--- src/rtl/ifid_buffer.sv ---
// ifid_buffer: two-entry FIFO between fetch and decode.
// Flush discards all stored pairs and the pair offered in the same cycle.
// in_ready and freeze are decoded from the occupancy state only.
// Optional feature macro: IFID_BUF_STATS_EN adds the saturating counters
// stall_cnt and flush_cnt.
module ifid_buffer #(
  parameter int WORD_LEN = 32,
  parameter int STAT_LEN = 16
) (
  input  logic                clk,
  input  logic                rstn,
  input  logic                in_valid,
  input  logic [WORD_LEN-1:0] in_pc,
  input  logic [WORD_LEN-1:0] in_instr,
  output logic                in_ready,
  output logic                freeze,
  input  logic                flush,
  output logic                out_valid,
  output logic [WORD_LEN-1:0] out_pc,
  output logic [WORD_LEN-1:0] out_instr,
  input  logic                out_ready
`ifdef IFID_BUF_STATS_EN
  ,
  output logic [STAT_LEN-1:0] stall_cnt,
  output logic [STAT_LEN-1:0] flush_cnt
`endif
);

  typedef enum logic [1:0] {EMPTY = 2'd0, ONE = 2'd1, FULL = 2'd2} state_e;

  state_e                    state_q, state_d;
  logic                      rd_ptr_q, rd_ptr_d;
  logic                      wr_ptr_q, wr_ptr_d;
  logic [1:0][WORD_LEN-1:0]  pc_mem_q, pc_mem_d;
  logic [1:0][WORD_LEN-1:0]  instr_mem_q, instr_mem_d;
  logic                      push, pop;

  // Handshake decode; readiness depends on state only
  always_comb begin
    in_ready  = (state_q != FULL);
    freeze    = ~in_ready;
    out_valid = (state_q != EMPTY);
    push      = in_valid & in_ready & ~flush;
    pop       = out_valid & out_ready & ~flush;
    out_pc    = out_valid ? pc_mem_q[rd_ptr_q]    : '0;
    out_instr = out_valid ? instr_mem_q[rd_ptr_q] : '0;
  end

  // Next occupancy, pointers and storage; flush overrides everything
  always_comb begin
    state_d     = state_q;
    rd_ptr_d    = rd_ptr_q;
    wr_ptr_d    = wr_ptr_q;
    pc_mem_d    = pc_mem_q;
    instr_mem_d = instr_mem_q;
    if (push) begin
      pc_mem_d[wr_ptr_q]    = in_pc;
      instr_mem_d[wr_ptr_q] = in_instr;
      wr_ptr_d              = ~wr_ptr_q;
    end
    if (pop) rd_ptr_d = ~rd_ptr_q;
    case (state_q)
      EMPTY:   if (push) state_d = ONE;
      ONE: begin
        if (push && !pop)      state_d = FULL;
        else if (pop && !push) state_d = EMPTY;
      end
      FULL:    if (pop) state_d = ONE;
      default: state_d = EMPTY;
    endcase
    if (flush) begin
      state_d  = EMPTY;
      rd_ptr_d = 1'b0;
      wr_ptr_d = 1'b0;
    end
  end

  // State register, cleared asynchronously
  always_ff @(posedge clk or negedge rstn) begin
    if (!rstn) begin
      state_q     <= EMPTY;
      rd_ptr_q    <= 1'b0;
      wr_ptr_q    <= 1'b0;
      pc_mem_q    <= '0;
      instr_mem_q <= '0;
    end else begin
      state_q     <= state_d;
      rd_ptr_q    <= rd_ptr_d;
      wr_ptr_q    <= wr_ptr_d;
      pc_mem_q    <= pc_mem_d;
      instr_mem_q <= instr_mem_d;
    end
  end

`ifdef IFID_BUF_STATS_EN
  logic [STAT_LEN-1:0] stall_cnt_q, stall_cnt_d;
  logic [STAT_LEN-1:0] flush_cnt_q, flush_cnt_d;

  // Saturating event counters
  always_comb begin
    stall_cnt_d = stall_cnt_q;
    flush_cnt_d = flush_cnt_q;
    if (in_valid && !in_ready && !(&stall_cnt_q)) stall_cnt_d = stall_cnt_q + 1'b1;
    if (flush && !(&flush_cnt_q))                 flush_cnt_d = flush_cnt_q + 1'b1;
  end

  // Counter registers
  always_ff @(posedge clk or negedge rstn) begin
    if (!rstn) begin
      stall_cnt_q <= '0;
      flush_cnt_q <= '0;
    end else begin
      stall_cnt_q <= stall_cnt_d;
      flush_cnt_q <= flush_cnt_d;
    end
  end

  assign stall_cnt = stall_cnt_q;
  assign flush_cnt = flush_cnt_q;
`else
  logic [STAT_LEN-1:0] stat_unused;
  assign stat_unused = '0;
`endif

endmodule

--- config.mk ---
export PLATFORM = sky130hd
export DESIGN_NAME = ifid_buffer
export DESIGN_NICKNAME = d
export VERILOG_FILES = /design/src/rtl/ifid_buffer.sv
export SDC_FILE = /design/constraint.sdc
export NUM_CORES = 1
export LEC_CHECK = 0
export ABC_AREA = 0
export ABC_CLOCK_PERIOD_IN_PS = 1800
export BUFFER_PORTS_ARGS = -buffer_cell sky130_fd_sc_hd__clkbuf_2
export CAP_MARGIN = 20
export CORE_MARGIN = 2
export CORE_UTILIZATION = 40
export DETAILED_ROUTE_END_ITERATION = 12
export HOLD_SLACK_MARGIN = 0.03
export PLACE_DENSITY = 0.76
export SYNTH_ARGS = -nofsm -noshare
export SYNTH_HDL_FRONTEND = slang
export SYNTH_SLANG_ARGS = --single-unit
--- constraint.sdc ---
create_clock -name clk -period 1.8 [get_ports clk]
set_clock_uncertainty 0.2 [all_clocks]
set_input_delay 0.27 -clock clk [delete_from_list [all_inputs] [get_ports clk]]
set_output_delay 0.27 -clock clk [all_outputs]
set_load 0.02 [all_outputs]
# After elaboration in Yosys (flattened, before gate mapping)

Index checks and enable logic that the tools add are counted.

Order comparisons: 3
Equality and inequality tests: 6
Muxes and demuxes: 20
Bitwise logic cells: 8
Reduce and logical (&&, ||, !) cells: 10

Operator list:

| cell                                                        | count |
|---|---|
| two-way mux 32 bit                                          | 7 |
| bitwise mux 64 bit                                          | 2 |
| demux 32 bit (select 1 bit)                                 | 1 |
| two-way mux 2 bit                                           | 5 |
| inequality test 3 bit (second input constant)               | 2 |
| one-hot mux 2 bit (3 select lines)                          | 1 |
| nonzero test 2 bit                                          | 3 |
| bitwise AND 1 bit                                           | 4 |
| less-than comparator 1 x 2 -> 1 bit (second input constant) | 2 |
| two-way mux 1 bit                                           | 4 |
| inequality test 4 bit (second input constant)               | 1 |
| inverter 1 bit                                              | 4 |
| logical AND 1 bit                                           | 3 |
| AND reduction 3 bit                                         | 1 |
| equality test 2 x 1 -> 1 bit (second input constant)        | 1 |
| equality test 2 bit (second input constant)                 | 1 |
| logical NOT 1 bit                                           | 2 |
| logical NOT 2 bit                                           | 1 |
| inequality test 2 bit (second input constant)               | 1 |
| >= comparator 1 bit (second input constant)                 | 1 |

Bits in registers: 132
Input port bits: 69
Output and inout bits: 67
Logic and storage cells: 54

# Depth between registers and ports, before layout

Gate-level depths: netlist of the first run.

Word-level depth: 9
Depth in mapped cells: 5

# Least setup slack after synthesis of the first run

Ideal clock, no wire load.

Path type: flip-flop to flip-flop
Start: register state_q[0]
End: register instr_mem_q[31] in the netlist's numbering
Setup time: 125 ps
Arrival: 1,732 ps
Setup slack: -256 ps
Cell stages (with the launch flop): 6
Period minus slack after synthesis: 2,056 ps
Cell sequence: dfrtp_1 -> nand2b_2 -> inv_2 -> nor4_4 -> buf_6 -> mux2_2

Cells in the longest elaborated chain, start to end: 3

Ends and longest elaborated chain:

| element                         | line | source |
|---|---|---|
| start, declared                 | 31   | `state_e state_q, state_d;` |
| start signal, assigned          | 87   | `state_q <= state_d;` |
| inequality test 2 bit           | 40   | `in_ready = (state_q != FULL);` |
| via in_ready                    | 15   | `output logic in_ready,` |
| bitwise AND 1 bit (2 in series) | 43   | `push = in_valid & in_ready & ~flush;` |
| end signal, assigned            | 91   | `instr_mem_q <= instr_mem_d;` |
| end, declared                   | 35   | `logic [1:0][WORD_LEN-1:0] instr_mem_q, instr_mem_d;` |

The timed path passes the listed nets, and every way through them passes these cells.
A chain may end at the register's enable or synchronous reset.

# Worst setup path after layout of the first run

Start: register state_q[1]
End: output out_pc[30]

Cells in the longest elaborated chain, start to end: 2

Ends and longest elaborated chain:

| element            | line | source |
|---|---|---|
| nonzero test 2 bit | 42   | `out_valid = (state_q != EMPTY);` |
| two-way mux 32 bit | 45   | `out_pc = out_valid ? pc_mem_q[rd_ptr_q] : '0;` |
| end, declared      | 19   | `output logic [WORD_LEN-1:0] out_pc,` |

No other way between the ends.

==> reports/qor.csv, run 1 <==
stage;metric;value;unit
sta;whs;0.137;ns
setup_path;max_stage_delay;0.40;ns
setup_path;arrival;1.71;ns
setup_path;path_max_fanout;8;
cells_and_area;final_area;10000;sq um
power;ir_drop;796;uV
sta;rsz0062_at_grt;true;
placement;placed_cells;747;
synth;synth-seq-cells;132;
sta;worst_slack;-0.378;ns
power;p_total;10.9;mW
setup_path;crit_slowest_cell;dfrtp_1;
sta;drv_slew;0;
synth;syn_nets;505;
sta;worstMarginPinSlew;0.451;ns
detailed_routing;firstDrtPassIters;4;
detailed_routing;met2_length;10800;um
sta;hold_violations;0;
floorplan;rows;44;
cells_and_area;fillers;936;
grt;grt_usage;21.1;%
power;p_leak;4.81;nW
synth;async_flop_share;100;%
placement;dpl_cell_area;6930;sq um
power;powerDensity;1090;nW/um^2
sta;finalSetupViolCount;195;
grt;gr-total-overflow;0;
cells_and_area;fin_nets;769;
synth;ys_seq_area_share;55.8;%
detailed_routing;wl_per_cell;22.3;um
floorplan;die_y;126;um
synth;yosys_most_used_dff;dfrtp_1;
synth;ys_types;23;
grt;grt_pass1_wl;25900;um
sta;fmax;459;MHz
sta;fin_crit_sh;121;%
cells_and_area;final_common_cell;dfrtp_1;
setup_path;crit_path_cell_trace;buf_6, nor2_4, buf_8, clkbuf_16, nor2_1, buf_4;
cells_and_area;final_cell_mix;dfrtp_1, mux2_4, dlygate4sd3_1, clkbuf_2, mux2i_1;
clock_tree;cts_tree;built;
grt;antenna_found_initial;0;
placement;place.detailed.hpwl;8570;um
grt;grt_max_degree;48;
synth;synth_edf_count;0;
floorplan;dieArea;15800;sq um
clock_tree;cts_sinks;132;
floorplan;fp.dieW;126;um
outcome;outcome;finished, violations left;
setup_path;critPathRequiredTime;1.33;ns
setup_path;cp_num_buf_inv;4;
floorplan;initial_core_util;40.9;%
sta;slew_headroom;70.0;%
detailed_routing;wl_met1;7740;um
outcome;violations;negative setup slack;
cells_and_area;drive_gt1_share;56.2;%
detailed_routing;dr_wl_met3;885;um
clock_tree;cts_made_buffers;17;
synth;syn_area_per_cell;13.6;sq um
clock_tree;clockRootBuffer;clkbuf_16;
run;max-cap-violations;0;
setup_path;cp_top_family;buffers and inverters;
detailed_routing;drc_errors;0;
cells_and_area;diodes;0;
detailed_routing;top_layer_used;met4;
sta;period_needed;2.18;ns
detailed_routing;antenna_left;0;
placement;dp_worst_setup_slack;-0.0359;ns
detailed_routing;via_per_inst;5.27;
grt;grt_pass1_vias;4849;
sta;tns;-45.60;ns
detailed_routing;drtIter0Drc;303;
setup_path;path_class;flip-flop to output pin;
min_path;hp-class;input port to async pin;
setup_path;endpoint_kind;output pin;
floorplan;pin_count;136;
synth;netlist_area;5920;sq um
detailed_routing;wl;20000;um
clock_tree;clk_path_buf_depth;2;
cells_and_area;utilization;69.1;%
cells_and_area;area_growth;68.8;%
placement;port-buffer-count;135;
cells_and_area;finalNonFillerCells;897;
clock_tree;htree_levels;4;
synth;yosys_warnings;0;
synth;netlist_instances;436;
detailed_routing;vias;4727;
floorplan;coreArea;14500;sq um
clock_tree;worstSkewPairLatency;0.42;ns
clock_tree;cts.clk_slew.worst_paths;0.06;ns
setup_path;start_kind;flip-flop;
placement;routabilityCongestion;0.778;
## synth_stat cells, drive strengths merged, types with 2 or more instances
library cell	n	area share, %
nor2	66	4.2
mux2	128	24
buf	19	2.2
o21ai	2	0.17
mux2i	64	11
dfrtp	132	56
clkbuf	8	0.51
a21oi	4	0.34
inv	3	0.19
## state kept, by name, indices dropped and copies added (netlist names)
signal       count
state_q          2
instr_mem_q     64
rd_ptr_q         1
wr_ptr_q         1
pc_mem_q        64
## layer usage
metal / vias up / track usage (%)
met2: 170 / 37.6
met3: 52 / 4.97
met4: 0 / 8.82
met1: 2437 / 24.4
met5: - / 0
li1: 2068 / -
## cell type report
| type | count | area, sq um | share of cell area (%) |
|---|---|---|---|
| Multi-Input combinational cell | 274 | 3070 | 30.7 |
| Tap cell | 184 | 230 | 2.30 |
| Clock inverter | 15 | 159 | 1.59 |
| Clock buffer | 17 | 425 | 4.25 |
| Inverter | 3 | 18.8 | 0.188 |
| Sequential cell | 132 | 3310 | 33.1 |
| Timing Repair Buffer | 272 | 2800 | 27.9 |
## logic make-up (layout without fill, tap and decap cells)
logic type | count (synthesis) | in the layout | synth area share [%]
DFF | 132 | 132 | 55.8
xor gates and xnor gates | 1 | 1 | 0.148
buffers and inverters | 30 | 307 | 2.91
and+or+nand+nor | 74 | 74 | 5.37
muxes | 192 | 192 | 35.1
AOI/OAI and AO/OA | 7 | 7 | 0.655
## report_power, final
part,leakage [nW],internal [mW],switching [mW],total [mW]
Combinational,2.96,2.01,1.35,3.36
Sequential,1.57,3.69,0.489,4.18
Clock,0.267,2.04,1.37,3.41
Total,4.81,7.74,3.21,10.9
## path summary, 6_finish.rpt
check | from | end | slack [ns] | depth (start not counted)
min reg2reg | pc_mem_q[5] | pc_mem_q[5] | 0.31 | 1
min | rstn | pc_mem_q[28] | 0.14 | 2
min in group clk | in_valid | wr_ptr_q | 0.15 | 4
max reg2reg | state_q[0] | instr_mem_q[31] | -0.30 | 9
max | state_q[1] | out_pc[30] | -0.38 | 6
max in group asynchronous | rstn | rd_ptr_q | 0.64 | 3
## timing repair
| item | in CTS | in global routing |
|---|---|---|
| hold endpoints to repair | 264 | 0 |
| resized for setup | 124 | 261 |
| pin swaps | 2 | 5 |
| hold buffers | 67 | 0 |
| gates cloned | 11 | 15 |
| buffers inserted | 19 | 16 |
| setup endpoints to repair | 108 | 196 |
Note: power is estimated with default switching activity, not from simulation.
==> inputs of run 2 (changes only) <==
--- a/config.mk
+++ b/config.mk
@@ -6,14 +6,14 @@
 export NUM_CORES = 1
 export LEC_CHECK = 0
 export ABC_AREA = 0
-export ABC_CLOCK_PERIOD_IN_PS = 1800
+export ABC_CLOCK_PERIOD_IN_PS = 2800
 export BUFFER_PORTS_ARGS = -buffer_cell sky130_fd_sc_hd__clkbuf_2
 export CAP_MARGIN = 20
 export CORE_MARGIN = 2
 export CORE_UTILIZATION = 40
 export DETAILED_ROUTE_END_ITERATION = 12
 export HOLD_SLACK_MARGIN = 0.03
-export PLACE_DENSITY = 0.76
+export PLACE_DENSITY = 0.73
 export SYNTH_ARGS = -nofsm -noshare
 export SYNTH_HDL_FRONTEND = slang
 export SYNTH_SLANG_ARGS = --single-unit
==> constraint.sdc (replaced) <==
create_clock -name clk -period 2.8 [get_ports clk]
set_clock_uncertainty 0.2 [all_clocks]
set_input_delay 0.42 -clock clk [delete_from_list [all_inputs] [get_ports clk]]
set_output_delay 0.42 -clock clk [all_outputs]
set_load 0.02 [all_outputs]
==> run 2 against run 1 <==
Against the previous run: first-iteration DRC count down 52%; via count down 18%; the flow now finishes without violations; clock-buffer cell count up 3; worst hold slack worse by 0.086 ns; largest cell class unchanged; final cell count down 14%; register-to-register slack better by 0.91 ns; setup slack better by 0.80 ns; design area down 26%.
==> reports/qor.csv, run 2 (synthesis gave the netlist of run 1 again) <==
stage;metric;value;unit;change
sta;slew_headroom;54.6;%;-15 points
sta;worstMarginPinSlew;0.681;ns;+0.231 ns
detailed_routing;vias;3886;;-18%
floorplan;pin_count;136;;unchanged
power;intPower;4.52;mW;-42%
power;seqPwrFrac;42.0;%;+3.9 points
clock_tree;cts_made_buffers;17;;unchanged
setup_path;max_stage_delay;0.42;ns;+0.02 ns
grt;grt_pass1_vias;4159;;-14%
clock_tree;worstSkewPairLatency;0.41;ns;about the same
clock_tree;cts.repair.resized;0;;-100%
power;clockPowerShare;37.6;%;+6.5 points
detailed_routing;drc_errors;0;;unchanged
sta;rsz0062_at_grt;false;;
power;ir_drop;386;uV;-51%
setup_path;crit_slowest_cell;buf_12;;
cells_and_area;final_area;7430;sq um;-26%
grt;grt_usage;15.9;%;-5.2 points
sta;finalSetupViolCount;0;;-100%
clock_tree;cts.clk_slew.worst_paths;0.06;ns;about the same
power;powerDensity;831;nW/um^2;-24%
grt;gr-total-overflow;0;;unchanged
placement;port-buffer-count;135;;unchanged
detailed_routing;antenna_left;0;;unchanged
floorplan;rows;44;;unchanged
clock_tree;htree_levels;4;;unchanged
floorplan;dieArea;15800;sq um;unchanged
placement;routabilityCongestion;0.747;;-4.0%
setup_path;crit_path_cell_trace;buf_12, mux2i_1, nor2_1, clkbuf_2;;
setup_path;arrival;1.76;ns;+0.05 ns
setup_path;path_class;flip-flop to output pin;;
clock_tree;ctsHoldBuffers;2;;-97%
clock_tree;cts_tree;built;;
cells_and_area;finalNonFillerCells;771;;-14%
cells_and_area;drive_gt1_share;51.8;%;-4.5 points
placement;dpl_cell_area;6790;sq um;-2.1%
detailed_routing;wl;12000;um;-40%
clock_tree;clk_path_buf_depth;2;;unchanged
power;p_switching;1.65;mW;-49%
sta;whs;0.0505;ns;-0.0862 ns
cells_and_area;final_cell_mix;clkbuf_2, dfrtp_1, mux2_2;;
detailed_routing;drtIter0Drc;144;;-52%
clock_tree;clockRootBuffer;clkbuf_16;;
setup_path;start_kind;flip-flop;;
detailed_routing;via_per_inst;5.04;;-4.4%
outcome;outcome;finished clean;;
power;pwr-share-comb;20.5;%;-10 points
setup_path;critPathRequiredTime;2.18;ns;+0.85 ns
run;max-cap-violations;0;;unchanged
cells_and_area;area_growth;25.5;%;
floorplan;die_y;126;um;unchanged
placement;placed_cells;737;;-1.3%
detailed_routing;firstDrtPassIters;4;;unchanged
cells_and_area;diodes;0;;unchanged
power;p_leak;3.39;nW;-30%
cells_and_area;multiInputGateArea;2450;sq um;-20%
power;sw_frac_of_total;26.7;%;-2.6 points
placement;place.detailed.hpwl;7870;um;-8.1%
clock_tree;cts_setup_buffers;0;;-19
grt;antenna_found_initial;0;;unchanged
cells_and_area;fillers;1252;;+34%
sta;fmax;420;MHz;
floorplan;coreArea;14500;sq um;unchanged
detailed_routing;wl_per_cell;15.6;um;-30%
grt;grt_pass1_wl;20100;um;-22%
sta;drv_slew;0;;unchanged
cells_and_area;final_common_cell;clkbuf_2;;
sta;hold_violations;0;;unchanged
sta;fin_crit_sh;85.0;%;
grt;grt_max_degree;66;;+38%
floorplan;initial_core_util;40.9;%;unchanged
cells_and_area;reg_top3;instr_mem_q (64), pc_mem_q (64), state_q (2);;
min_path;hp-class;input port to flip-flop;;
setup_path;endpoint_kind;output pin;;
floorplan;fp.dieW;126;um;unchanged
clock_tree;cts_sinks;132;;unchanged
sta;tns;0;ns;+45.60 ns
cells_and_area;fin_nets;643;;-16%
cells_and_area;seq_area;3310;sq um;unchanged
setup_path;path_max_fanout;65;;+57
sta;period_needed;2.38;ns;
run 2: per-stage QoR:
| stage | utilization (%) | power (mW) | setup WS, ns |
|---|---|---|---|
| after floorplan | - | 3.49 | 0.744 |
| after global placement | 46.9 | 3.83 | 0.600 |
| after detailed placement | 46.9 | 3.91 | 0.565 |
| after CTS | 51.3 | 6.26 | 0.391 |
| after global routing | 51.3 | 6.50 | 0.328 |
| final | 51.3 | 6.17 | 0.421 |
run 2: worst paths after layout:
check                           cells past startpoint              end  slack, ns         start
max in group asynchronous                           3     pc_mem_q[42]       1.20          rstn
worst max register to register                      5  instr_mem_q[30]       0.61    state_q[0]
worst max-delay path                                4    out_instr[25]       0.42      rd_ptr_q
min in group asynchronous                           2     pc_mem_q[62]       0.39          rstn
worst min register to register                      1     pc_mem_q[11]       0.30  pc_mem_q[11]
worst min-delay path                                2   instr_mem_q[8]       0.05   in_instr[8]
run 2: area by class of cell:
class	instances	area share (%)
clock buffers	20	6.01
inverters	3	0.151
flip-flops and latches	132	44.5
repair buffers	146	10.8
multi-input cells	274	33.0
well taps	184	3.10
clock inverters	12	2.42
run 2: routing by layer:
metal | share of wire, % | global-route usage, %
met2 | 49 | 26.5
met5 | 0 | 0
met1 | 44 | 19.4
met4 | 2.4 | 7.71
met3 | 5.0 | 4.12
run 2: power by group through the flow:
stage | registers (mW) | logic (mW) | clock network [mW]
floorplan | 2.55 | 0.936 | 0
global placement | 2.59 | 1.24 | 0
detailed placement | 2.63 | 1.28 | 0
CTS | 2.59 | 1.29 | 2.38
global route | 2.65 | 1.38 | 2.47
finish | 2.59 | 1.26 | 2.32
run 2: critical path, delay by kind of cell (launching register included):
family,cells,cell delay [ns]
mux,1,0.27
buf+inv,2,0.60
flops,1,0.41
simple gates,1,0.06
==> inputs of run 3 (changes only) <==
--- a/config.mk
+++ b/config.mk
@@ -6,14 +6,14 @@
 export NUM_CORES = 1
 export LEC_CHECK = 0
 export ABC_AREA = 0
-export ABC_CLOCK_PERIOD_IN_PS = 2800
+export ABC_CLOCK_PERIOD_IN_PS = 2150
 export BUFFER_PORTS_ARGS = -buffer_cell sky130_fd_sc_hd__clkbuf_2
 export CAP_MARGIN = 20
 export CORE_MARGIN = 2
 export CORE_UTILIZATION = 40
 export DETAILED_ROUTE_END_ITERATION = 12
 export HOLD_SLACK_MARGIN = 0.03
-export PLACE_DENSITY = 0.73
+export PLACE_DENSITY = 0.76
 export SYNTH_ARGS = -nofsm -noshare
 export SYNTH_HDL_FRONTEND = slang
 export SYNTH_SLANG_ARGS = --single-unit
==> constraint.sdc (replaced) <==
create_clock -name clk -period 2.15 [get_ports clk]
set_clock_uncertainty 0.2 [all_clocks]
set_input_delay 0.3225 -clock clk [delete_from_list [all_inputs] [get_ports clk]]
set_output_delay 0.3225 -clock clk [all_outputs]
set_load 0.02 [all_outputs]
==> run 3 against run 2 <==
Against the previous run: final cell count rose by 8.8%; global-route usage is 1.0 points higher; design area is 9.6% higher; worst hold slack improved by 0.023 ns; clock power increased by 14%; sequential cell count unchanged; critical path depth unchanged; first-iteration DRC count shrank 1.4%; wire length grew 6.0%; non-clock buffer count up 71; utilization is 4.9 points higher; largest cell class unchanged.
==> reports/qor.csv, run 3 (synthesis gave the netlist of run 1 again) <==
stage;metric;value;unit;change
detailed_routing;drtIter0Drc;142;;-1.4%
clock_tree;cts_made_buffers;17;;unchanged
cells_and_area;finalNonFillerCells;839;;+8.8%
detailed_routing;antenna_left;0;;unchanged
grt;gr-total-overflow;0;;unchanged
clock_tree;cts_sinks;132;;unchanged
clock_tree;htree_levels;4;;unchanged
cells_and_area;area_growth;37.5;%;
sta;hold_violations;0;;unchanged
grt;grt_pass1_wl;21200;um;+5.3%
detailed_routing;wl;12800;um;+6.0%
clock_tree;cts_tree;built;;
detailed_routing;firstDrtPassIters;4;;unchanged
cells_and_area;utilization;56.2;%;+4.9 points
clock_tree;clk_path_buf_depth;2;;unchanged
placement;place.detailed.hpwl;8310;um;+5.6%
grt;antenna_found_initial;0;;unchanged
grt;grt_usage;17.0;%;+1.0 points
power;p_total;7.83;mW;+27%
outcome;outcome;finished clean;;
cells_and_area;reg_top3;instr_mem_q (64), pc_mem_q (64), state_q (2);;
setup_path;start_kind;flip-flop;;
sta;fmax;466;MHz;
sta;finalSetupViolCount;0;;unchanged
setup_path;path_max_fanout;23;;-65%
cells_and_area;fin_nets;714;;+11%
floorplan;dieArea;15800;sq um;unchanged
placement;port-buffer-count;135;;unchanged
detailed_routing;wl_per_cell;15.2;um;-2.6%
sta;slew_headroom;72.8;%;+18 points
placement;placed_cells;740;;+0.41%
cells_and_area;final_cell_mix;dfrtp_1, mux2_2, clkbuf_2;;
floorplan;pin_count;136;;unchanged
cells_and_area;drive_gt1_share;46.9;%;-4.9 points
clock_tree;cts.clk_slew.worst_paths;0.06;ns;about the same
sta;period_needed;2.14;ns;
setup_path;path_class;flip-flop to output pin;;
cells_and_area;final_common_cell;dfrtp_1;;
clock_tree;clockRootBuffer;clkbuf_16;;
cells_and_area;diodes;0;;unchanged
sta;worstMarginPinSlew;0.407;ns;-0.274 ns
sta;rsz0062_at_grt;true;;
floorplan;fp.dieW;126;um;unchanged
floorplan;initial_core_util;40.9;%;unchanged
detailed_routing;drc_errors;0;;unchanged
floorplan;die_y;126;um;unchanged
sta;drv_slew;0;;unchanged
min_path;hp-class;input port to flip-flop;;
setup_path;arrival;1.62;ns;-0.14 ns
floorplan;rows;44;;unchanged
clock_tree;worstSkewPairLatency;0.41;ns;about the same
cells_and_area;fillers;1195;;-4.6%
sta;worst_slack;0.00617;ns;-0.415 ns
sta;fin_crit_sh;99.7;%;
power;p_leak;3.71;nW;+9.5%
floorplan;coreArea;14500;sq um;unchanged
detailed_routing;vias;4104;;+5.6%
detailed_routing;via_per_inst;4.89;;-2.9%
grt;grt_max_degree;60;;-9.1%
setup_path;critPathRequiredTime;1.63;ns;-0.55 ns
run;max-cap-violations;0;;unchanged
placement;routabilityCongestion;0.672;;-10%
grt;grt_pass1_vias;4356;;+4.7%
setup_path;endpoint_kind;output pin;;
placement;dp_worst_setup_slack;0.177;ns;-0.388 ns
power;ir_drop;617;uV;+60%
power;powerDensity;961;nW/um^2;+16%
## run 3: power breakdown
group          switching (mW)  internal [mW]  total (mW)
combinational           0.837          0.954        1.79
clock                   0.986           1.66        2.65
sequential              0.304           3.09        3.39
total                    2.13           5.70        7.83
## run 3: repair_timing
item                                    CTS  global route
pin swaps                                 0             0
endpoints found under the hold margin   189             0
endpoints found under the setup margin   55            51
buffers inserted                          2             0
hold buffers                             68             0
gates resized for setup                   3            25
## run 3: path summary, 6_finish.rpt
| kind | from | endpoint | slack (ns) | cells after the start |
|---|---|---|---|---|
| min in group asynchronous | rstn | pc_mem_q[12] | 0.19 | 2 |
| max reg2reg | state_q[0] | pc_mem_q[17] | 0.19 | 5 |
| min | in_valid | state_q[0] | 0.07 | 3 |
| min reg2reg | pc_mem_q[11] | pc_mem_q[11] | 0.28 | 1 |
| max in group asynchronous | rstn | instr_mem_q[19] | 0.92 | 3 |
| max | rd_ptr_q | out_pc[10] | 0.006 | 4 |
## run 3: stage by stage
| stage | area, sq um | TNS (ns) | hold slack (ns) |
|---|---|---|---|
| 2_1_floorplan | 5920 | 0 | -0.173 |
| 3_3_place_gp | 6880 | 0 | 0.0776 |
| 3_5_place_dp | 6880 | 0 | 0.0854 |
| 4_1_cts | 8140 | -0.0292 | 0.0491 |
| 5_1_grt | 8140 | -0.989 | 0.0793 |
| 6_report | 8140 | 0 | 0.0737 |
## run 3: critical path, stage by stage (launching register included)
cell,delay (ns)
dfrtp_4,0.54
buf_12,0.19
mux2i_1,0.14
nor2_1,0.14
buf_4,0.17
## run 3: layout make-up
type / instances / area [sq um] / share of cell area (%)
Timing Repair Buffer: 217 / 1590 / 19.6
Clock buffer: 25 / 526 / 6.45
Inverter: 3 / 11.3 / 0.138
Sequential cell: 132 / 3310 / 40.6
Tap cell: 184 / 230 / 2.83
Multi-Input combinational cell: 274 / 2450 / 30.1
Clock inverter: 4 / 22.5 / 0.277
## run 3: routing by layer
metal | vias to the layer above | GRT usage (%) | share of wire (%)
li1 | 1934 | - | -
met1 | 2066 | 19.5 | 42
met2 | 87 | 30.6 | 53
met3 | 17 | 4.38 | 4.1
met4 | 0 | 6.14 | 1.6
met5 | - | 0 | 0
